--- config.mk ---
export PLATFORM = sky130hd
export DESIGN_NAME = spk_in_dispatch
export DESIGN_NICKNAME = d
export VERILOG_FILES = /design/src/rtl/spk_in_dispatch_pkg.sv /design/src/rtl/sync_fifo.sv /design/src/rtl/spk_in_dispatch.sv
export SDC_FILE = /design/constraint.sdc
export NUM_CORES = 1
export LEC_CHECK = 0
export ABC_AREA = 1
export BUFFER_PORTS_ARGS = -buffer_cell sky130_fd_sc_hd__buf_4
export CAP_MARGIN = 20
export CORE_MARGIN = 10
export CORE_UTILIZATION = 25
export CTS_CLUSTER_DIAMETER = 150
export DETAILED_ROUTE_END_ITERATION = 8
export PLACE_DENSITY_LB_ADDON = 0.3
export SYNTH_ARGS = -nofsm -noshare
export SYNTH_HDL_FRONTEND = slang
export SYNTH_SLANG_ARGS = --single-unit
--- constraint.sdc ---
create_clock -name clk -period 2.4 [get_ports clk]
set_clock_uncertainty 0.2 [all_clocks]
set_input_delay 0.36 -clock clk [delete_from_list [all_inputs] [get_ports clk]]
set_output_delay 0.36 -clock clk [all_outputs]
set_load 0.005 [all_outputs]
--- src/rtl/spk_in_dispatch_pkg.sv ---
// Shared node package: flit-type encoding and decode helper used by the
// input dispatcher and the config controller.
package spk_in_dispatch_pkg;

   localparam int unsigned FT_SPIKE   = 0;
   localparam int unsigned FT_ILLEGAL = 7;

   typedef enum logic [1:0] {
      FC_SPIKE   = 2'd0,
      FC_CONFIG  = 2'd1,
      FC_ILLEGAL = 2'd2
   } flit_class_e;

   function automatic flit_class_e decode_ftype(input logic [31:0] ft);
      if (ft == FT_SPIKE)   return FC_SPIKE;
      if (ft == FT_ILLEGAL) return FC_ILLEGAL;
      return FC_CONFIG;
   endfunction

endpackage

--- src/rtl/sync_fifo.sv ---
// Single-clock FIFO with registered storage; head is read straight from the
// storage array so dout never depends combinationally on din.
module sync_fifo #(
   parameter int DW    = 8,
   parameter int DEPTH = 4
) (
   input  logic                     clk,
   input  logic                     rst_n,
   input  logic                     push,
   input  logic                     pop,
   input  logic [DW-1:0]            din,
   output logic [DW-1:0]            dout,
   output logic                     full,
   output logic                     empty,
   output logic [$clog2(DEPTH):0]   cnt
);

   localparam int AW = (DEPTH > 1) ? $clog2(DEPTH) : 1;
   localparam int CW = $clog2(DEPTH) + 1;

   logic [DW-1:0] mem [DEPTH];
   logic [AW-1:0] wr_ptr, rd_ptr;
   logic [CW-1:0] cnt_q;
   logic          do_push, do_pop;

   // Wrap explicitly so non-power-of-two depths stay in range.
   function automatic logic [AW-1:0] ptr_inc(input logic [AW-1:0] p);
      return (p == AW'(DEPTH-1)) ? '0 : p + AW'(1);
   endfunction

   assign full    = (cnt_q == CW'(DEPTH));
   assign empty   = (cnt_q == '0);
   assign do_pop  = pop && !empty;
   assign do_push = push && (!full || do_pop);
   assign dout    = mem[rd_ptr];
   assign cnt     = cnt_q;

   always_ff @(posedge clk or negedge rst_n) begin
      if (!rst_n) begin
         wr_ptr <= '0;
         rd_ptr <= '0;
         cnt_q  <= '0;
         for (int i = 0; i < DEPTH; i++) mem[i] <= '0;
      end else begin
         if (do_push) begin
            mem[wr_ptr] <= din;
            wr_ptr      <= ptr_inc(wr_ptr);
         end
         if (do_pop) rd_ptr <= ptr_inc(rd_ptr);
         if (do_push && !do_pop)      cnt_q <= cnt_q + CW'(1);
         else if (do_pop && !do_push) cnt_q <= cnt_q - CW'(1);
      end
   end

endmodule

--- src/rtl/spk_in_dispatch.sv ---
// Router-side input dispatcher: spike flits to a 1-entry axon buffer, config
// flits to a credit-gated FIFO, illegal flits dropped with a sticky flag.
module spk_in_dispatch
   import spk_in_dispatch_pkg::*;
#(
   parameter int FW  = 59,
   parameter int FTW = 3,
   parameter int CRD = 4
) (
   input  logic                   clk,
   input  logic                   rst_n,
   input  logic                   router_vld,
   input  logic [FW-1:0]          router_flit,
   output logic                   router_rdy,
   output logic                   spk_in_axon_we,
   output logic [FW-1:0]          spk_in_axon_wdata,
   input  logic                   axon_busy,
   output logic                   spk_in_config_we,
   output logic [FW-1:0]          spk_in_config_wdata,
   input  logic                   config_spk_in_credit,
   output logic [$clog2(CRD):0]   cfg_fifo_cnt,
   output logic                   err_bad_type,
   output logic                   err_credit_ovf
);

   localparam int CW = $clog2(CRD) + 1;

   flit_class_e   fcls;
   logic          spk_full, spk_rdy, spk_push;
   logic          cfg_rdy, cfg_push, cfg_pop, fifo_full, fifo_empty;
   logic          bad_flit;
   logic [CW-1:0] credit;

   assign fcls = decode_ftype(32'(router_flit[FW-1 -: FTW]));

   // Spike path: drain and refill may happen in the same cycle.
   assign spk_in_axon_we = spk_full && !axon_busy;
   assign spk_rdy        = !spk_full || !axon_busy;

   // Config path: ready/pop use only registered state, never router_flit data.
   assign cfg_pop          = !fifo_empty && (credit != '0);
   assign spk_in_config_we = cfg_pop;
   assign cfg_rdy          = !fifo_full || cfg_pop;

   always_comb begin
      router_rdy = 1'b1;
      case (fcls)
         FC_SPIKE:   router_rdy = spk_rdy;
         FC_CONFIG:  router_rdy = cfg_rdy;
         default:    router_rdy = 1'b1;
      endcase
   end

   assign spk_push = router_vld && (fcls == FC_SPIKE)   && spk_rdy;
   assign cfg_push = router_vld && (fcls == FC_CONFIG)  && cfg_rdy;
   assign bad_flit = router_vld && (fcls == FC_ILLEGAL);

   always_ff @(posedge clk or negedge rst_n) begin
      if (!rst_n) begin
         spk_full          <= 1'b0;
         spk_in_axon_wdata <= '0;
         err_bad_type      <= 1'b0;
      end else begin
         if (spk_push) begin
            spk_full          <= 1'b1;
            spk_in_axon_wdata <= router_flit;
         end else if (spk_in_axon_we) begin
            spk_full <= 1'b0;
         end
         if (bad_flit) err_bad_type <= 1'b1;
      end
   end

   // A credit arriving with a pop cancels out; a surplus credit is dropped.
   always_ff @(posedge clk or negedge rst_n) begin
      if (!rst_n) begin
         credit         <= CW'(CRD);
         err_credit_ovf <= 1'b0;
      end else if (cfg_pop && !config_spk_in_credit) begin
         credit <= credit - CW'(1);
      end else if (config_spk_in_credit && !cfg_pop) begin
         if (credit == CW'(CRD)) err_credit_ovf <= 1'b1;
         else                    credit         <= credit + CW'(1);
      end
   end

   sync_fifo #(.DW(FW), .DEPTH(CRD)) u_cfg_fifo (
      .clk   (clk),
      .rst_n (rst_n),
      .push  (cfg_push),
      .pop   (cfg_pop),
      .din   (router_flit),
      .dout  (spk_in_config_wdata),
      .full  (fifo_full),
      .empty (fifo_empty),
      .cnt   (cfg_fifo_cnt)
   );

endmodule

==> results.txt, run 1 <==
----------------------------------------------------
[Logic synthesis]
  Yosys warns ... 0
  Yosys reg bits ... 308
  Cell Area, Synth ... 13800 um^2
  Count of unique library cells instantiated by Yosys ... 26
  Post-synthesis instance total ... 1696
  Mean area per synthesized cell ... 8.17 um^2
  Post-synthesis sequential area ratio ... 55.7%
  Synthesized netlist net count ... 1770

[Power]
  Proportion of power drawn by combinational gates ... 44.7%
  Clock power frac ... 22.0%
  Pwr per Cell Area ... 1370 nW/um^2
  Fraction of power spent switching nets ... 39.9%
  Static power due to leakage ... 9.35 nW
  Worst IR Drop VDD ... 0.637 mV
  Switching power ... 10.2 mW
  Share of power burned in registers ... 33.3%
  Cell Int Power ... 15.3 mW

[Die]
  Standard cell core area ... 55000 um^2
  Std-Cell Rows ... 86
  Die Footprint ... 65200 um^2
  Die height ... 255 um
  Top-level I/O count ... 190
  Chip Width ... 255 um
  Effective utilization at floorplan ... 25.2%

[Drt]
  Drt initial violations ... 906
  Via count ... 12600
  Routed wire per std cell ... 18.5 um
  Drt via density ... 4.69
  First-pass detailed-route iteration total ... 5
  DRT antenna net count ... 0
  Routed wire length ... 49800 um
  DR DRC count ... 0

[Setup path]
  Worst Setup Start Kind ... flop
  Crit path capture type ... output pin
  Critical R2R Capture ... u_cfg_fifo.cnt[2]$_DFFE_PN0P_
  Worst setup slack for register-to-register paths ... 0.15 ns
  Critical path class ... flop to output pin
  Data arrival time of the critical path ... 2.00 ns
  R2R depth ... 10
  CP required ... 1.84 ns
  Worst Path Max Fanout ... 8
  FF-to-FF Start ... credit[2]$_DFFE_PN1P_

[GRT]
  First-pass GRT wire length ... 76700 um
  GRT Overall Usage ... 14.7%
  Antenna violations before repair ... 2
  Via count of the first global-routing pass ... 12700
  Pin count of the biggest net entering global routing ... 141
  Final global-route overflow total ... 0

[Finish]
  Proportion of layout cells with a drive suffix above 1 ... 18.8%
  Multi-input combinational cell area ... 5720 um^2
  Area grow syn2layout ... 34.0%
  Register area ... 7710 um^2
  Net count, final ... 1994
  Number of inserted filler cells in the final layout ... 5679

[STA]
  Worst slew margin ... 52.7%
  Least setup slack across all paths after layout ... -0.156 ns
  Final Hold Violating Endpoints ... 0
  Share of the clock period used by the worst path ... 106%
  Slew @ Worst Pin ... 0.709 ns
  Final Hold Slack ... 0.0737 ns
  Setup-failing EPs final ... 53
  Time the final worst path needs with I/O delays and setup ... 2.56 ns
  Fmax ... 0.391 GHz
  Slew Viols, Final ... 0
  Unrepaired setup endpoints after global routing ... yes

[Clocking]
  Number of H-tree branching levels ... 2
  Sinks on the clock net ... 308
  Clock edge transition at the registers on the reported setup and hold paths ... 0.06 ns
  Clock tree from TritonCTS ... yes
  Clock Tree Root ... sky130_fd_sc_hd__clkbuf_16
  Clock latency of the later-clocked register in the worst-skew pair ... 0.55 ns
  Total clock buffers created by CTS ... 39
  Maximum clock path buffer count ... 3

[Hold path]
  Origin of the worst min-delay path ... config_spk_in_credit
  Cell depth of the worst min-delay path ... 3
  Min-Delay Path Class ... primary input to flop
  Terminating pin of the worst hold path ... err_credit_ovf$_DFFE_PN0P_

[Outcome]
  Violations in the final reports ... setup timing
  Status ... finished, violations left

[Place]
  Number of port buffers ... 189
  Routability-driven placement congestion ratio ... 0.758
  Pre-CTS setup slack ... 0.172 ns
  HPWL Detailed ... 27900 um

[Run]
  Max-cap viol count ... 0

----------------------------------------------------
[critical path, cell delays in order (launching register included)]
cell                      delay [ns]
sky130_fd_sc_hd__dfrtp_4        0.58
sky130_fd_sc_hd__inv_12         0.13
sky130_fd_sc_hd__buf_12         0.14
sky130_fd_sc_hd__buf_4          0.12
sky130_fd_sc_hd__nor2_1         0.04
sky130_fd_sc_hd__o22ai_2        0.26
sky130_fd_sc_hd__buf_4          0.18
[area by class of cell]
| class | count | share of cell area [%] |
|---|---|---|
| sequential | 308 | 41.6 |
| antenna | 1 | 0.0135 |
| tap | 748 | 5.04 |
| timing repair buffer | 311 | 15.5 |
| inverter | 25 | 0.587 |
| clock buffer | 55 | 5.96 |
| multi-input combinational | 1235 | 30.8 |
| clock inverter | 10 | 0.465 |
[through the flow]
step                utilization, %  TNS [ns]  instance area [um^2]  total power [mW]  std cells
floorplan                        -         0                 13800              13.6       1696
global placement              29.5         0                 16200              18.5       2551
detailed placement            29.5         0                 16200              18.7       2551
CTS                           33.1     -6.72                 18200              25.0       2682
global route                  33.7     -8.33                 18600              27.4       2693
finish                        33.7     -3.45                 18600              25.5       2693
[sequential cells by signal, summed over array words and instances, names as in the netlist]
name               flops
credit                 3
err_bad_type           1
err_credit_ovf         1
spk_full               1
spk_in_axon_wdata     59
u_cfg_fifo.cnt         3
u_cfg_fifo.mem       236
u_cfg_fifo.rd_ptr      2
u_cfg_fifo.wr_ptr      2
[metal layers]
| metal | vias to the layer above | wire, um | global-route usage (%) |
|---|---|---|---|
| li1 | 5974 | - | - |
| met1 | 6215 | 22200 | 19.1 |
| met2 | 367 | 23900 | 24.4 |
| met3 | 63 | 2820 | 3.03 |
| met4 | 2 | 922 | 3.97 |
| met5 | - | 7 | 0 |
[logic make-up after synthesis]
group | synth area share, %
simple gates | 30.6
flops | 55.7
compound gates | 7.40
buf+inv | 5.11
fa+ha+maj | 1.01
xor+xnor | 0.253
[power by group through the flow]
stage | registers [mW] | logic [mW] | clock network (mW)
final | 8.49 | 11.4 | 5.61
after global routing | 8.72 | 12.7 | 5.99
after CTS | 8.42 | 10.8 | 5.79
after detailed placement | 8.46 | 10.3 | 0
after global placement | 8.40 | 10.1 | 0
after floorplan | 8.19 | 5.44 | 0
[cell usage in the layout (no fill, tap or decap), types with 2 or more instances in the layout]
cell	Yosys	layout
sky130_fd_sc_hd__a21oi_1	2	2
sky130_fd_sc_hd__nand3_4	0	4
sky130_fd_sc_hd__buf_8	0	4
sky130_fd_sc_hd__dfrtp_1	307	305
sky130_fd_sc_hd__nand3_1	242	242
sky130_fd_sc_hd__inv_1	22	20
sky130_fd_sc_hd__ha_4	0	4
sky130_fd_sc_hd__nand2_1	657	657
sky130_fd_sc_hd__nor2_1	125	112
sky130_fd_sc_hd__buf_12	0	17
sky130_fd_sc_hd__nor2_4	2	5
sky130_fd_sc_hd__clkinvlp_4	0	3
sky130_fd_sc_hd__dlygate4sd3_1	0	62
sky130_fd_sc_hd__o22ai_2	0	24
sky130_fd_sc_hd__ha_1	8	4
sky130_fd_sc_hd__o21ai_2	0	3
sky130_fd_sc_hd__o22ai_1	59	35
sky130_fd_sc_hd__o21ai_1	0	19
sky130_fd_sc_hd__buf_4	13	217
sky130_fd_sc_hd__buf_6	6	4
sky130_fd_sc_hd__xnor2_1	2	2
sky130_fd_sc_hd__nor2_2	0	10
sky130_fd_sc_hd__xor2_1	2	2
sky130_fd_sc_hd__inv_2	3	3
sky130_fd_sc_hd__fa_1	2	2
sky130_fd_sc_hd__buf_16	0	4
sky130_fd_sc_hd__clkinv_2	0	5
sky130_fd_sc_hd__clkbuf_8	0	7
sky130_fd_sc_hd__clkbuf_16	0	42
sky130_fd_sc_hd__o21ai_0	124	102
sky130_fd_sc_hd__clkbuf_1	71	9
[cell usage after synthesis, drive strengths merged]
cell type | instances | share of area (%)
nand2 | 658 | 18
dfrtp | 307 | 55
nand3 | 247 | 9.1
nor2 | 127 | 3.6
o21ai | 124 | 4.5
clkbuf | 71 | 1.9
o22ai | 59 | 2.7
buf | 57 | 2.5
inv | 25 | 0.68
ha | 8 | 0.72
a21oi | 2 | 0.072
fa | 2 | 0.29
xnor2 | 2 | 0.13
xor2 | 2 | 0.13
a41o | 1 | 0.072
dfstp | 1 | 0.19
nand4 | 1 | 0.045
o211ai | 1 | 0.054
o21bai | 1 | 0.054
[repair_timing]
action	in CTS	in global routing
endpoints found under the setup margin	59	59
hold buffers	62	0
pin swaps	2	6
resized for setup	22	61
hold endpoints to repair	444	0
buffers inserted	1	6
cloned	3	5
[how the worst max path moves through the flow]
stage | end | from | depth (start not counted) | slack (ns)
after floorplan | u_cfg_fifo.cnt[2]$_DFFE_PN0P_ | credit[2]$_DFFE_PN1P_ | 11 | 0.02
after global placement | u_cfg_fifo.cnt[2]$_DFFE_PN0P_ | credit[2]$_DFFE_PN1P_ | 10 | 0.10
after detailed placement | u_cfg_fifo.cnt[2]$_DFFE_PN0P_ | credit[2]$_DFFE_PN1P_ | 10 | 0.17
after CTS | spk_in_config_wdata[36] | u_cfg_fifo.rd_ptr[0]$_DFFE_PN0P_ | 4 | -0.19
after global routing | spk_in_config_wdata[26] | u_cfg_fifo.rd_ptr[0]$_DFFE_PN0P_ | 5 | -0.22
final | spk_in_config_wdata[56] | u_cfg_fifo.rd_ptr[0]$_DFFE_PN0P_ | 6 | -0.16
No activity file was read; power rests on OpenSTA's default activity.
==> run 2, diff against run 1 <==
Settings changed: CORE_MARGIN 10 to not set, CORE_UTILIZATION 25 to 40, PLACE_DENSITY set to 0.65, PLACE_DENSITY_LB_ADDON 0.3 to not set.
==> results.txt, run 2 (synthesized netlist as in run 1, its figures left out) <==
----------------------------------------------------
[Place]
  Routability-driven placement congestion ratio ... 0.818 (+7.9%)
  Number of port buffers ... 189 (unchanged)
  Cell count after placement ... 2256 (-12%)
  HPWL Detailed ... 23600 um (-16%)

[STA]
  Worst slew margin ... 60.3% (+7.5 points)
  Share of the clock period used by the worst path ... 103% (-3.0 points)
  Slew Viols, Final ... 0 (unchanged)
  Unrepaired setup endpoints after global routing ... yes
  Slew @ Worst Pin ... 0.596 ns (-0.113 ns)
  Least setup slack across all paths after layout ... -0.0831 ns (+0.0728 ns)
  Fmax ... 0.403 GHz (+2.9%)
  Time the final worst path needs with I/O delays and setup ... 2.48 ns (-0.0728 ns)
  Setup-failing EPs final ... 36 (-32%)
  Final Hold Violating Endpoints ... 0 (unchanged)

[Hold path]
  Min-Delay Path Class ... primary input to flop
  Cell depth of the worst min-delay path ... 3 (unchanged)

[Die]
  Die Footprint ... 35400 um^2 (-46%)
  Effective utilization at floorplan ... 41.0% (+16 points)
  Top-level I/O count ... 190 (unchanged)
  Chip Width ... 188 um (-26%)
  Std-Cell Rows ... 67 (-22%)
  Die height ... 188 um (-26%)
  Standard cell core area ... 33800 um^2 (-39%)

[GRT]
  Via count of the first global-routing pass ... 12300 (-3.2%)
  First-pass GRT wire length ... 68000 um (-11%)
  Pin count of the biggest net entering global routing ... 97 (-31%)
  Antenna violations before repair ... 1 (-1)
  GRT Overall Usage ... 24.1% (+9.4 points)
  Final global-route overflow total ... 0 (unchanged)

[Setup path]
  Worst setup slack for register-to-register paths ... 0.17 ns (+0.02 ns)
  CP required ... 1.84 ns (about the same)
  R2R depth ... 11 (+1)
  Worst Setup Start Kind ... flop
  CP Cell Sequence ... buf_12 > buf_8 > buf_8 > nor2_1 > o22ai_1 > buf_4
  Cell at the slowest stage of the critical path ... sky130_fd_sc_hd__dfrtp_4
  Capture point of the worst path ... spk_in_config_wdata[14]
  Critical path class ... flop to output pin
  Data arrival time of the critical path ... 1.92 ns (-0.08 ns)
  Startpoint of the most critical setup path ... u_cfg_fifo.rd_ptr[0]$_DFFE_PN0P_
  Worst Path Max Fanout ... 13 (+5)
  FF-to-FF Start ... credit[2]$_DFFE_PN1P_
  Critical R2R Capture ... credit[2]$_DFFE_PN1P_
  Critical Path Max Stage Delay ... 0.49 ns (-0.09 ns)
  Crit path capture type ... output pin
  Cell seen most often among critical-path stages ... sky130_fd_sc_hd__buf_8

[Drt]
  Routed wire length ... 44500 um (-11%)
  Routed wire per std cell ... 18.5 um (+0.21%)
  DR DRC count ... 0 (unchanged)
  DRT antenna net count ... 0 (unchanged)
  Drt initial violations ... 1134 (+25%)
  Drt via density ... 5.37 (+15%)
  Via count ... 12900 (+2.2%)
  First-pass detailed-route iteration total ... 5 (unchanged)

[Clocking]
  Number of H-tree branching levels ... 2 (unchanged)
  Clock latency of the later-clocked register in the worst-skew pair ... 0.51 ns (-0.04 ns)
  Clock tree from TritonCTS ... yes
  Maximum clock path buffer count ... 3 (unchanged)
  Sinks on the clock net ... 308 (unchanged)
  Total clock buffers created by CTS ... 35 (-10%)
  Clock Tree Root ... sky130_fd_sc_hd__clkbuf_16
  Clock edge transition at the registers on the reported setup and hold paths ... 0.06 ns (about the same)

[Run]
  Max-cap viol count ... 0 (unchanged)

[Finish]
  Largest register by flop count ... u_cfg_fifo.mem
  Post-route non-filler standard cell count ... 2403 (-11%)
  Most used cells in the layout excluding fill and tap cells ... 657 x sky130_fd_sc_hd__nand2_1, 305 x sky130_fd_sc_hd__dfrtp_1, 242 x sky130_fd_sc_hd__nand3_1
  Most common cell after layout, fill and taps aside ... sky130_fd_sc_hd__nand2_1
  Registers with the highest flip-flop counts ... u_cfg_fifo.mem: 236 flops, spk_in_axon_wdata: 59 flops
  Area grow syn2layout ... 33.9% (about the same)
  Proportion of layout cells with a drive suffix above 1 ... 22.1% (+3.3 points)
  Number of inserted filler cells in the final layout ... 3051 (-46%)
  Flip-flop count of the largest register, all copies and words added ... 236 (unchanged)
  Net count, final ... 2006 (+0.60%)

[Power]
  Pwr per Cell Area ... 1390 nW/um^2 (+1.2%)
  Worst IR Drop VDD ... 0.806 mV (+26%)
  Static power due to leakage ... 9.52 nW (+1.8%)
  Total power draw ... 25.8 mW (+1.1%)

[Outcome]
  Status ... finished, violations left
  Violations in the final reports ... setup timing

----------------------------------------------------
-- run 2: cell count changes in the layout (fill, tap and decap cells not counted), sizes merged --
cell,change
clkinvlp,-3
clkbuf,+2
clkinv,+3
dlygate4sd3,-1
buf,+9
-- run 2: what timing repair did --
action                                 CTS  global route
hold buffers                            61             0
pin swaps                                6            25
endpoints found under the hold margin  341             0
gates resized for setup                 29           169
gates cloned                             4            13
setup endpoints to repair               59            61
setup buffers                            4             6
-- run 2: how the worst min path moves through the flow --
stage	from	end
after floorplan	rst_n	credit[0]$_DFFE_PN0P_
after global placement	rst_n	u_cfg_fifo.mem[20]$_DFFE_PN0P_
after detailed placement	rst_n	u_cfg_fifo.mem[20]$_DFFE_PN0P_
after CTS	router_vld	err_bad_type$_DFFE_PN0P_
after global routing	router_vld	err_bad_type$_DFFE_PN0P_
final	router_vld	err_bad_type$_DFFE_PN0P_
-- run 2: final cells by class --
type                       count  area (um^2)  share of cell area (%)
sequential                   308         7720                    41.6
multi-input combinational   1235         5890                    31.8
timing repair buffer         325         3140                    17.0
clock buffer                  51         1030                    5.55
tap                          448          561                    3.02
inverter                      25          114                   0.614
clock inverter                 8         65.1                   0.351
timing repair inverter         2         25.0                   0.135
antenna                        1         2.50                  0.0135
-- run 2: worst max-delay path: cells and delay by family (launching register included) --
| family | cells | cell delay, ns |
|---|---|---|
| AO/OA/AOI/OAI | 1 | 0.20 |
| buffers and inverters | 4 | 0.64 |
| flip-flops | 1 | 0.49 |
| AND/OR/NAND/NOR | 1 | 0.07 |
-- run 2: through the flow --
step,setup slack (ns),hold WS [ns],util [%],setup TNS (ns),cell area (um^2)
after floorplan,0.0241,-0.136,-,0,13800
after global placement,0.170,0.160,46.8,0,15800
after detailed placement,0.144,0.171,46.8,0,15800
after CTS,-0.0732,0.0115,52.7,-2.37,17800
after global routing,-0.136,0.0300,54.9,-4.00,18500
final,-0.0831,0.0298,54.9,-1.01,18500
-- run 2: power breakdown --
part	switching [mW]	total [mW]	internal (mW)
Sequential	1.30	8.60	7.31
Combinational	6.76	12.0	5.26
Clock	2.09	5.15	3.07
-- run 2: layer usage --
metal	vias up	global-route usage (%)	wire [um]
li1	5998	-	-
met1	6321	33.2	19100
met2	515	40.1	21400
met3	64	2.79	3150
met4	0	6.57	875
met5	-	0	0
